File: src/rtl/issue_queue_if.sv
// Decode-to-issue bus for issue_queue.
//   Decode side : in_valid0/1, in_uop0/1, in_rd/rj/rk0/1, in_imm0/1, in_pc0/1,
//                 in_pc_next0/1, in_exp0/1 (slot 0 is the older uop), in_ready back.
//   Issue side  : registered eu0_* (any uop type) and eu1_* (ALU only) lane fields.
// Handshake: decode presents uops whenever it likes; a slot is taken at a clock edge
// only when in_ready is 1 and no flush is pending. When in_ready is 0 the uops
// are dropped and decode must hold them for a later cycle. There is no back-pressure
// on the issue side other than the separate stall input of the queue.
// modport master = decode/execute environment, modport slave = the queue.

`ifndef ISSUE_QUEUE_DEFS
`define ISSUE_QUEUE_DEFS
`define WIDTH_UOP 8
`define UOP_TYPE  7:5
`define ITYPE_ALU 3'd1
`define ITYPE_BR  3'd2
`endif

interface issue_queue_if;
    logic                  in_valid0;
    logic                  in_valid1;
    logic [`WIDTH_UOP-1:0] in_uop0;
    logic [`WIDTH_UOP-1:0] in_uop1;
    logic [4:0]            in_rd0, in_rj0, in_rk0;
    logic [4:0]            in_rd1, in_rj1, in_rk1;
    logic [31:0]           in_imm0, in_imm1;
    logic [31:0]           in_pc0, in_pc1;
    logic [31:0]           in_pc_next0, in_pc_next1;
    logic [6:0]            in_exp0, in_exp1;
    logic                  in_ready;

    logic                  eu0_en_out;
    logic [`WIDTH_UOP-1:0] eu0_uop_out;
    logic [4:0]            eu0_rd_out, eu0_rj_out, eu0_rk_out;
    logic [31:0]           eu0_imm_out, eu0_pc_out, eu0_pc_next_out;
    logic [6:0]            eu0_exp_out;

    logic                  eu1_en_out;
    logic [`WIDTH_UOP-1:0] eu1_uop_out;
    logic [4:0]            eu1_rd_out, eu1_rj_out, eu1_rk_out;

    modport master (
        output in_valid0, in_valid1, in_uop0, in_uop1,
               in_rd0, in_rj0, in_rk0, in_rd1, in_rj1, in_rk1,
               in_imm0, in_imm1, in_pc0, in_pc1, in_pc_next0, in_pc_next1,
               in_exp0, in_exp1,
        input  in_ready,
               eu0_en_out, eu0_uop_out, eu0_rd_out, eu0_rj_out, eu0_rk_out,
               eu0_imm_out, eu0_pc_out, eu0_pc_next_out, eu0_exp_out,
               eu1_en_out, eu1_uop_out, eu1_rd_out, eu1_rj_out, eu1_rk_out
    );

    modport slave (
        input  in_valid0, in_valid1, in_uop0, in_uop1,
               in_rd0, in_rj0, in_rk0, in_rd1, in_rj1, in_rk1,
               in_imm0, in_imm1, in_pc0, in_pc1, in_pc_next0, in_pc_next1,
               in_exp0, in_exp1,
        output in_ready,
               eu0_en_out, eu0_uop_out, eu0_rd_out, eu0_rj_out, eu0_rk_out,
               eu0_imm_out, eu0_pc_out, eu0_pc_next_out, eu0_exp_out,
               eu1_en_out, eu1_uop_out, eu1_rd_out, eu1_rj_out, eu1_rk_out
    );
endinterface

File: src/rtl/issue_queue.sv
// issue_queue: in-order dual-issue buffer between decode and register-file read.
// Holds up to DEPTH decoded uops, accepts up to two per cycle and issues up to two
// per cycle: lane eu0 takes any uop, lane eu1 takes an ALU uop paired behind eu0.
// Ports:
//   clk, rstn        clock, asynchronous active-low reset
//   stall            execute stall: outputs hold, no dequeue, enqueue continues
//   flush            branch flush: queue emptied, both lanes disabled, decode ignored
//   bus              issue_queue_if.slave (decode inputs, in_ready, eu0/eu1 outputs)
//   dbg_count_o      current occupancy
//   dbg_head_o/tail_o  read/write pointers

`ifndef ISSUE_QUEUE_DEFS
`define ISSUE_QUEUE_DEFS
`define WIDTH_UOP 8
`define UOP_TYPE  7:5
`define ITYPE_ALU 3'd1
`define ITYPE_BR  3'd2
`endif

module issue_queue #(
    parameter int DEPTH = 8,
    parameter int PTRW  = 3
) (
    input  logic            clk,
    input  logic            rstn,
    input  logic            stall,
    input  logic            flush,
    issue_queue_if.slave    bus,
    output logic [PTRW:0]   dbg_count_o,
    output logic [PTRW-1:0] dbg_head_o,
    output logic [PTRW-1:0] dbg_tail_o
);
    localparam int CW = PTRW + 1;

    typedef struct packed {
        logic [`WIDTH_UOP-1:0] uop;
        logic [4:0]            rd;
        logic [4:0]            rj;
        logic [4:0]            rk;
        logic [31:0]           imm;
        logic [31:0]           pc;
        logic [31:0]           pc_next;
        logic [6:0]            exp;
    } entry_t;

    entry_t          mem_q [DEPTH];
    logic [PTRW-1:0] head_q, tail_q;
    logic [CW-1:0]   count_q, count_d;

    entry_t          slot0, slot1, h0, h1;
    logic [PTRW-1:0] head_p1, wr1_ptr;
    logic            accept, pair_ok;
    logic [1:0]      n_enq, n_deq, n_issue;

    assign slot0 = '{bus.in_uop0, bus.in_rd0, bus.in_rj0, bus.in_rk0,
                     bus.in_imm0, bus.in_pc0, bus.in_pc_next0, bus.in_exp0};
    assign slot1 = '{bus.in_uop1, bus.in_rd1, bus.in_rj1, bus.in_rk1,
                     bus.in_imm1, bus.in_pc1, bus.in_pc_next1, bus.in_exp1};

    // Room for a full decode pair, independent of how many slots are valid.
    assign bus.in_ready = (count_q <= CW'(DEPTH - 2));
    assign accept       = bus.in_ready && !flush;

    assign head_p1 = head_q + PTRW'(1);
    assign h0      = mem_q[head_q];
    assign h1      = mem_q[head_p1];
    // A lone in_valid1 lands at tail, so slot 1 follows slot 0 only when slot 0 is used.
    assign wr1_ptr = bus.in_valid0 ? (tail_q + PTRW'(1)) : tail_q;

    always_comb begin
        pair_ok = (count_q >= CW'(2))
               && (h1.uop[`UOP_TYPE] == `ITYPE_ALU)
               && (h0.uop[`UOP_TYPE] != `ITYPE_BR)
               && (h0.exp == '0) && (h1.exp == '0)
               && ((h0.rd == '0) ||
                   ((h1.rj != h0.rd) && (h1.rk != h0.rd) && (h1.rd != h0.rd)));
        if (pair_ok)
            n_issue = 2'd2;
        else if (count_q != '0)
            n_issue = 2'd1;
        else
            n_issue = 2'd0;
        n_enq   = accept ? ({1'b0, bus.in_valid0} + {1'b0, bus.in_valid1}) : 2'd0;
        n_deq   = (flush || stall) ? 2'd0 : n_issue;
        count_d = count_q + CW'(n_enq) - CW'(n_deq);
    end

    // Entry storage carries no reset: occupancy is tracked by count/pointers only.
    always_ff @(posedge clk) begin
        if (accept) begin
            if (bus.in_valid0)
                mem_q[tail_q] <= slot0;
            if (bus.in_valid1)
                mem_q[wr1_ptr] <= slot1;
        end
    end

    always_ff @(posedge clk or negedge rstn) begin
        if (!rstn) begin
            head_q              <= '0;
            tail_q              <= '0;
            count_q             <= '0;
            bus.eu0_en_out      <= 1'b0;
            bus.eu0_uop_out     <= '0;
            bus.eu0_rd_out      <= '0;
            bus.eu0_rj_out      <= '0;
            bus.eu0_rk_out      <= '0;
            bus.eu0_imm_out     <= '0;
            bus.eu0_pc_out      <= '0;
            bus.eu0_pc_next_out <= '0;
            bus.eu0_exp_out     <= '0;
            bus.eu1_en_out      <= 1'b0;
            bus.eu1_uop_out     <= '0;
            bus.eu1_rd_out      <= '0;
            bus.eu1_rj_out      <= '0;
            bus.eu1_rk_out      <= '0;
        end else if (flush) begin
            head_q         <= tail_q;
            count_q        <= '0;
            bus.eu0_en_out <= 1'b0;
            bus.eu1_en_out <= 1'b0;
        end else begin
            tail_q  <= tail_q + PTRW'(n_enq);
            count_q <= count_d;
            if (!stall) begin
                head_q              <= head_q + PTRW'(n_deq);
                bus.eu0_en_out      <= (n_issue != 2'd0);
                bus.eu0_uop_out     <= h0.uop;
                bus.eu0_rd_out      <= h0.rd;
                bus.eu0_rj_out      <= h0.rj;
                bus.eu0_rk_out      <= h0.rk;
                bus.eu0_imm_out     <= h0.imm;
                bus.eu0_pc_out      <= h0.pc;
                bus.eu0_pc_next_out <= h0.pc_next;
                bus.eu0_exp_out     <= h0.exp;
                bus.eu1_en_out      <= (n_issue == 2'd2);
                bus.eu1_uop_out     <= h1.uop;
                bus.eu1_rd_out      <= h1.rd;
                bus.eu1_rj_out      <= h1.rj;
                bus.eu1_rk_out      <= h1.rk;
            end
        end
    end

    assign dbg_count_o = count_q;
    assign dbg_head_o  = head_q;
    assign dbg_tail_o  = tail_q;
endmodule

File: src/flat_wrapper.sv
// flat-port wrapper written by rule: the top's interface ports become plain ports
module issue_queue_flat 
#(
    parameter int DEPTH = 8,
    parameter int PTRW  = 3
)
  (clk, rstn, stall, flush, dbg_count_o, dbg_head_o, dbg_tail_o, bus_in_valid0, bus_in_valid1, bus_in_uop0, bus_in_uop1, bus_in_rd0, bus_in_rj0, bus_in_rk0, bus_in_rd1, bus_in_rj1, bus_in_rk1, bus_in_imm0, bus_in_imm1, bus_in_pc0, bus_in_pc1, bus_in_pc_next0, bus_in_pc_next1, bus_in_exp0, bus_in_exp1, bus_in_ready, bus_eu0_en_out, bus_eu0_uop_out, bus_eu0_rd_out, bus_eu0_rj_out, bus_eu0_rk_out, bus_eu0_imm_out, bus_eu0_pc_out, bus_eu0_pc_next_out, bus_eu0_exp_out, bus_eu1_en_out, bus_eu1_uop_out, bus_eu1_rd_out, bus_eu1_rj_out, bus_eu1_rk_out);
  issue_queue_if bus_i ();
  input  logic clk;
  input  logic rstn;
  input  logic stall;
  input  logic flush;
  output logic [PTRW:0] dbg_count_o;
  output logic [PTRW-1:0] dbg_head_o;
  output logic [PTRW-1:0] dbg_tail_o;
  input wire logic [$bits(bus_i.in_valid0)-1:0] bus_in_valid0;
  input wire logic [$bits(bus_i.in_valid1)-1:0] bus_in_valid1;
  input wire logic [$bits(bus_i.in_uop0)-1:0] bus_in_uop0;
  input wire logic [$bits(bus_i.in_uop1)-1:0] bus_in_uop1;
  input wire logic [$bits(bus_i.in_rd0)-1:0] bus_in_rd0;
  input wire logic [$bits(bus_i.in_rj0)-1:0] bus_in_rj0;
  input wire logic [$bits(bus_i.in_rk0)-1:0] bus_in_rk0;
  input wire logic [$bits(bus_i.in_rd1)-1:0] bus_in_rd1;
  input wire logic [$bits(bus_i.in_rj1)-1:0] bus_in_rj1;
  input wire logic [$bits(bus_i.in_rk1)-1:0] bus_in_rk1;
  input wire logic [$bits(bus_i.in_imm0)-1:0] bus_in_imm0;
  input wire logic [$bits(bus_i.in_imm1)-1:0] bus_in_imm1;
  input wire logic [$bits(bus_i.in_pc0)-1:0] bus_in_pc0;
  input wire logic [$bits(bus_i.in_pc1)-1:0] bus_in_pc1;
  input wire logic [$bits(bus_i.in_pc_next0)-1:0] bus_in_pc_next0;
  input wire logic [$bits(bus_i.in_pc_next1)-1:0] bus_in_pc_next1;
  input wire logic [$bits(bus_i.in_exp0)-1:0] bus_in_exp0;
  input wire logic [$bits(bus_i.in_exp1)-1:0] bus_in_exp1;
  output wire logic [$bits(bus_i.in_ready)-1:0] bus_in_ready;
  output wire logic [$bits(bus_i.eu0_en_out)-1:0] bus_eu0_en_out;
  output wire logic [$bits(bus_i.eu0_uop_out)-1:0] bus_eu0_uop_out;
  output wire logic [$bits(bus_i.eu0_rd_out)-1:0] bus_eu0_rd_out;
  output wire logic [$bits(bus_i.eu0_rj_out)-1:0] bus_eu0_rj_out;
  output wire logic [$bits(bus_i.eu0_rk_out)-1:0] bus_eu0_rk_out;
  output wire logic [$bits(bus_i.eu0_imm_out)-1:0] bus_eu0_imm_out;
  output wire logic [$bits(bus_i.eu0_pc_out)-1:0] bus_eu0_pc_out;
  output wire logic [$bits(bus_i.eu0_pc_next_out)-1:0] bus_eu0_pc_next_out;
  output wire logic [$bits(bus_i.eu0_exp_out)-1:0] bus_eu0_exp_out;
  output wire logic [$bits(bus_i.eu1_en_out)-1:0] bus_eu1_en_out;
  output wire logic [$bits(bus_i.eu1_uop_out)-1:0] bus_eu1_uop_out;
  output wire logic [$bits(bus_i.eu1_rd_out)-1:0] bus_eu1_rd_out;
  output wire logic [$bits(bus_i.eu1_rj_out)-1:0] bus_eu1_rj_out;
  output wire logic [$bits(bus_i.eu1_rk_out)-1:0] bus_eu1_rk_out;
  assign bus_i.in_valid0 = bus_in_valid0;
  assign bus_i.in_valid1 = bus_in_valid1;
  assign bus_i.in_uop0 = bus_in_uop0;
  assign bus_i.in_uop1 = bus_in_uop1;
  assign bus_i.in_rd0 = bus_in_rd0;
  assign bus_i.in_rj0 = bus_in_rj0;
  assign bus_i.in_rk0 = bus_in_rk0;
  assign bus_i.in_rd1 = bus_in_rd1;
  assign bus_i.in_rj1 = bus_in_rj1;
  assign bus_i.in_rk1 = bus_in_rk1;
  assign bus_i.in_imm0 = bus_in_imm0;
  assign bus_i.in_imm1 = bus_in_imm1;
  assign bus_i.in_pc0 = bus_in_pc0;
  assign bus_i.in_pc1 = bus_in_pc1;
  assign bus_i.in_pc_next0 = bus_in_pc_next0;
  assign bus_i.in_pc_next1 = bus_in_pc_next1;
  assign bus_i.in_exp0 = bus_in_exp0;
  assign bus_i.in_exp1 = bus_in_exp1;
  assign bus_in_ready = bus_i.in_ready;
  assign bus_eu0_en_out = bus_i.eu0_en_out;
  assign bus_eu0_uop_out = bus_i.eu0_uop_out;
  assign bus_eu0_rd_out = bus_i.eu0_rd_out;
  assign bus_eu0_rj_out = bus_i.eu0_rj_out;
  assign bus_eu0_rk_out = bus_i.eu0_rk_out;
  assign bus_eu0_imm_out = bus_i.eu0_imm_out;
  assign bus_eu0_pc_out = bus_i.eu0_pc_out;
  assign bus_eu0_pc_next_out = bus_i.eu0_pc_next_out;
  assign bus_eu0_exp_out = bus_i.eu0_exp_out;
  assign bus_eu1_en_out = bus_i.eu1_en_out;
  assign bus_eu1_uop_out = bus_i.eu1_uop_out;
  assign bus_eu1_rd_out = bus_i.eu1_rd_out;
  assign bus_eu1_rj_out = bus_i.eu1_rj_out;
  assign bus_eu1_rk_out = bus_i.eu1_rk_out;
  issue_queue #(.DEPTH(DEPTH), .PTRW(PTRW)) u_core (.clk(clk), .rstn(rstn), .stall(stall), .flush(flush), .bus(bus_i), .dbg_count_o(dbg_count_o), .dbg_head_o(dbg_head_o), .dbg_tail_o(dbg_tail_o));
endmodule
File: config.mk
export PLATFORM = sky130hd
export DESIGN_NAME = issue_queue_flat
export DESIGN_NICKNAME = d
export VERILOG_FILES = /design/src/rtl/issue_queue_if.sv /design/src/rtl/issue_queue.sv /design/src/flat_wrapper.sv
export SDC_FILE = /design/constraint.sdc
export NUM_CORES = 2
export LEC_CHECK = 0
export ABC_AREA = 1
export CELL_PAD_IN_SITES_DETAIL_PLACEMENT = 1
export CELL_PAD_IN_SITES_GLOBAL_PLACEMENT = 1
export CORE_ASPECT_RATIO = 0.9
export CORE_MARGIN = 2
export CORE_UTILIZATION = 50
export DETAILED_ROUTE_END_ITERATION = 16
export DONT_BUFFER_PORTS = 1
export PLACE_DENSITY_LB_ADDON = 0.1
export SLEW_MARGIN = 15
export SYNTH_ARGS = -nofsm -noshare
export SYNTH_HDL_FRONTEND = slang
export SYNTH_SLANG_ARGS = --single-unit
File: constraint.sdc
create_clock -name clk -period 15.5 [get_ports clk]
set_clock_uncertainty 0.2 [all_clocks]
set_input_delay 3.1 -clock clk [delete_from_list [all_inputs] [get_ports clk]]
set_output_delay 3.1 -clock clk [all_outputs]
set_load 0.02 [all_outputs]
Word-level counts from Yosys, hierarchy flattened
Memory sizes are Yosys's and may differ from the RTL's. Cells that the tools add are included.

Register bits after elaboration: 161. Memory bits (writable): 1008. Input port bits: 258. Output and inout bits: 162. Memories kept: 1.

Memories: u_core.mem_q (words 8, bits a word 126, rd ports 2, clocked after memory_dff 0, wr ports 2, line issue_queue.sv:46) `entry_t mem_q [DEPTH];`.

Add/sub/neg operators: 7. Order comparisons: 2. Equality and inequality tests: 7. Muxes and demuxes: 18. Bitwise gates (word level): 2. Reduce and logical (&&, ||, !) cells: 17.

Operators by type and width (count): inequality test 5 bit (3); logical NOT 7 bit (2); two-way mux 1 bit (11); two-way mux 3 bit (3); logical AND 1 bit (8); adder 3 x 1 -> 3 bit (second input constant) (2); adder 3 x 2 -> 3 bit (2); two-way mux 2 bit (3); logical NOT 5 bit (1); adder 4 x 2 -> 4 bit (1); >= comparator 4 x 2 -> 1 bit (second input constant) (1); less-or-equal comparator 4 x 3 -> 1 bit (second input constant) (1); two-way mux 4 bit (1); nonzero test 4 bit (1); subtractor 4 x 2 -> 4 bit (1); equality test 3 x 1 -> 1 bit (second input constant) (1); inequality test 3 x 2 -> 1 bit (second input constant) (1); adder 1 x 1 -> 2 bit (1); equality test 2 bit (second input constant) (1); logical OR 1 bit (2); inequality test 2 x 1 -> 1 bit (second input constant) (1); NOT 1 bit (2); AND reduction 2 bit (1); nonzero test 2 bit (1); logical NOT 1 bit (1).

Longest topological paths before layout
An unclocked memory read counts as a cell.

Depth after elaboration: 13. Depth in mapped cells: 24. Depth with buffers taken out: 22.

Least setup slack after synthesis
Ideal clock, no wire load.

Kind: input port to flip-flop. Start point: input flush. End point: memory u_core.mem_q[4][0] in the netlist's numbering, enable pin. Library setup time: 785 ps. Data arrival time: 12655 ps. Path slack: 1860 ps. Stages: 6. Path buffers: 1. Path through: clkbuf_1 -> inv_1 -> nand2_2 -> nor2_1 -> nand3_1 -> o21ai_0.

RTL lines: start: declaration (line flat_wrapper.sv:12) `input logic flush;`; end: declaration (line issue_queue.sv:46).

Worst setup path after layout
Start point: register u_core.head_q[0] (netlist: u_core.dbg_head_o[0]). End point: register u_core.count_q[3] (netlist: u_core.dbg_count_o[3]).

Longest elaborated chain between the ends: 12. Elaborated cells between the ends (all ways): 22. Those cells by class: add/sub: 2; eq/ne: 5; mux: 3; reduce/logical: 11; memory: 1.

Ends and longest elaborated chain: start: declaration (line issue_queue.sv:47) `logic [PTRW-1:0] head_q, tail_q;`; start signal: assignment (line issue_queue.sv:118) `head_q <= tail_q;`; start signal: assignment (line issue_queue.sv:126) `head_q <= head_q + PTRW'(n_deq);`; adder 3 x 1 -> 3 bit (line issue_queue.sv:64) `assign head_p1 = head_q + PTRW'(1);`; memory (8 x 126 bit) *; equality test 3 x 1 -> 1 bit (no source line); logical AND 1 bit (4 in series) (line issue_queue.sv:71) `pair_ok = (count_q >= CW'(2))`; logical AND 1 bit * (line issue_queue.sv:71); two-way mux 2 bit * (line issue_queue.sv:77) `if (pair_ok)`; two-way mux 2 bit * (line issue_queue.sv:84) `n_deq = (flush || stall) ? 2'd0 : n_issue;`; subtractor 4 x 2 -> 4 bit * (line issue_queue.sv:85) `count_d = count_q + CW'(n_enq) - CW'(n_deq);`; two-way mux 4 bit * (line issue_queue.sv:117) `end else if (flush) begin`; end signal: assignment (line issue_queue.sv:124) `count_q <= count_d;`; end: declaration (line issue_queue.sv:48) `logic [CW-1:0] count_q, count_d;`.

Mark *: on every way between the ends. The rest lies on a longest branch, timed or not. A chain may end at the register's enable or synchronous reset.

==> metrics.txt <==
Setup CP Type=flip-flop to flip-flop; worst hold path type=flip-flop to flip-flop; setup ws final=9098 ps; Ys Warns=0; layout cells sized above 1=0.05641; Vias/cell=6.211; Avg Cell Area, Syn=9.331 sq um; Slowest cell on crit path=buf_4; Switching Fraction=0.4038; final hold vios=0; register bit total from synthesis=1169; RSZ-0062 raised after global routing=false; CTS tree=yes; Top Ports=420; IO buf count=0; global-route wire length before repair=302200 microns; clock power share=0.277; crit path capture type=flip-flop; max_cap viols=0; post-route minimum period=6402 ps; number of global-route vias before repair=48530; HP Start=u_core.bus.eu1_rd_out[2]; FILL cells=13140; Hold Path End=u_core.bus.eu1_rd_out[2]; Layout area overhead=5.777%; Int Pwr=6.766 mW; TNS Setup=0 ps; Leakage=24.76 nW; WP buf/inv=6; Remaining DRCs=0; Main synth FF type=edfxtp_1; TritonCTS buffer count=131; Flop pwr share=0.404; Placer Congestion=0.8188; status=finished clean; Post-Place Cell Area=58450 sq um; post-CTS setup buffers=0; Synth top cells by count=nand2_1, o21ai_0, edfxtp_1, o21ai_1, nor2_1; asr flop ratio synth=0.1377; ANT nets after route=0; Die Height=330.7 microns; worst r2r dst=u_core.dbg_count_o[3]; Core Box Area=117300 sq um; Startpoint Class=flip-flop; Max FO, Critical Path=206; maximum VDD drop=0.0001393 V; Hold Crit Depth=2; CTS Buffer Depth=3; vias=47380; post-route cell area=62720 sq um; CP cell instances=inv_8 -> buf_4 -> buf_12 -> a21oi_1 -> o21ai_0 -> o21ai_0 -> nand2_1 -> nand2_1 -> inv_1 -> nand2_1 -> nor2_1 -> nand3_1 -> nor2_1 -> nand3_1 -> inv_1 -> fa_1 -> inv_1 -> ha_1 -> a21o_1 -> a21oi_1 -> o21ai_0 -> a21oi_1; Pwr Total=11.35 mW; number of nets in the layout=6211; final std cells w/o fill=7628; most frequent cell after synthesis=nand2_1; Power Density=180.9 nW/um^2; Syn Inst Count=6355; period utilization=0.4130; post-layout util=0.5346; drt pass-1 iters=6; Yosys cell types=36; Worst EP arrival=6890 ps; die boundary width=367 microns; clock sinks=1169; Net Count, Synth=6628; drt wl/cell=26.37 microns; # setup viols final=0; hpwl dp=109900 microns; required time worst endpoint=15990 ps; Routed WL=201100 microns; Worst R2R Path Depth=22; Logic pwr share=0.320; Area contributors post-synth=edfxtp_1, nand2_1, o21ai_0, dfrtp_1, o21ai_1; Slew @ Worst Pin=1233 ps; largest net degree at the start of global routing=232; initial core utilization=0.5054; Post-CTS Hold Fix Bufs=0; post-cts sizing count=0; Final Slew Violations=0; slowest stage delay, CP=820 ps; # placed instances=7378; CP top delay family=buffers and inverters; Hold Slack=425.1 ps; Max H-tree Level=4; Psw=4.583 mW; Synth top area share=0.5105; initial drt markers=4347; reg-to-reg startpoint=u_core.dbg_head_o[0]; Clk Latency, worst-skew pair=780 ps; Cell Rows=119; R2R Setup Slk=9100 ps; total track usage=0.3274; initial antenna violation count=22; dpl ws=8759 ps; Slew headroom=0.1783; fmax=156.2 MHz; Synth area leader=edfxtp_1; gr ovfl total=0; clk slew on worst S/H paths=60 ps; cell area after synthesis=59300 sq um; Seq/Total Area, Yosys=0.5784; CTS Root Buffer Type=clkbuf_16; die area=121400 sq um; Post-synth EDFFs=1008
[layout by cell type, fill, tap and decap left out, types with 4 or more instances in the layout]
cell type,n
a21oi_1,88
a31oi_1,5
buf_12,12
buf_4,49
bufinv_16,6
clkbuf_1,32
clkbuf_16,137
clkbuf_8,17
clkinv_1,23
clkinv_2,13
clkinv_8,4
dfrtp_1,158
diode_2,10
edfxtp_1,1008
fa_1,4
ha_1,10
inv_1,291
inv_6,8
nand2_1,1599
nand3_1,212
nand4_1,4
nand4_4,8
nor2_1,452
nor4_1,10
o211ai_1,78
o21ai_0,1032
o21ai_1,489
o21ai_2,60
o21ai_4,9
o221ai_1,169
o22ai_1,32
[layer usage]
metal | part of all wire | GRT usage | up-vias
li1 | - | - | 21270
met1 | 0.41 | 0.4247 | 24020
met2 | 0.48 | 0.5505 | 1709
met3 | 0.080 | 0.07083 | 351
met4 | 0.027 | 0.1036 | 24
met5 | 0.00080 | 0 | -
[how the worst max path moves through the flow]
| stage | start | endpoint | slack, ps | cells past startpoint |
|---|---|---|---|---|
| finish | u_core.dbg_head_o[0] | u_core.dbg_count_o[3] | 9100 | 22 |
| global route | u_core.dbg_head_o[0] | u_core.dbg_count_o[3] | 8670 | 22 |
| CTS | u_core.dbg_head_o[0] | u_core.dbg_count_o[3] | 9290 | 22 |
| detailed placement | flush | u_core.mem_q[2][49] | 8760 | 7 |
| global placement | flush | u_core.mem_q[2][16] | 8850 | 7 |
| floorplan | flush | u_core.mem_q[4][0] | 1860 | 6 |
[power groups by stage]
stage | Combinational [mW] | Sequential, mW | Clock (mW)
floorplan | 2.54 | 4.62 | 0
global route | 4.00 | 4.63 | 3.27
CTS | 3.61 | 4.58 | 3.16
finish | 3.63 | 4.58 | 3.14
detailed placement | 3.58 | 4.64 | 0
global placement | 3.44 | 4.62 | 0
[worst register-to-register path: cells and delay by family, from the launching register on]
| kind | cells | cell delay, ps |
|---|---|---|
| fa+ha+maj | 2 | 660 |
| simple gates | 7 | 790 |
| compound gates | 7 | 1180 |
| buf+inv | 6 | 2760 |
| flops | 1 | 720 |
[sequential cells by signal (all words and copies together), names as in the netlist, 7 cells and up]
signal / flops
u_core.bus.eu0_pc_next_out: 32
u_core.mem_q: 1008
u_core.bus.eu0_pc_out: 32
u_core.bus.eu1_uop_out: 8
u_core.bus.eu0_exp_out: 7
u_core.bus.eu0_imm_out: 32
u_core.bus.eu0_uop_out: 8
[cells by family after synthesis]
logic type / Yosys count / share of synthesized area
mux: 1 / 0.0001688
buf+inv: 908 / 0.07932
fa+ha+maj: 15 / 0.003672
compound gates: 1964 / 0.1847
flops: 1169 / 0.5784
xor+xnor: 4 / 0.0005909
simple gates: 2294 / 0.1531
[area by class of cell]
cell class | count | area, sq um | share of cell area
multi-input combinational | 4278 | 20420 | 0.3256
tap | 1573 | 1968 | 0.03138
inverter | 297 | 1142 | 0.01821
clock inverter | 54 | 465.4 | 0.007421
sequential | 1169 | 34310 | 0.5470
timing repair buffer | 61 | 608.1 | 0.009695
clock buffer | 186 | 3782 | 0.06030
antenna | 10 | 25.02 | 0.0003990
Power figures use the tool's default switching activity.
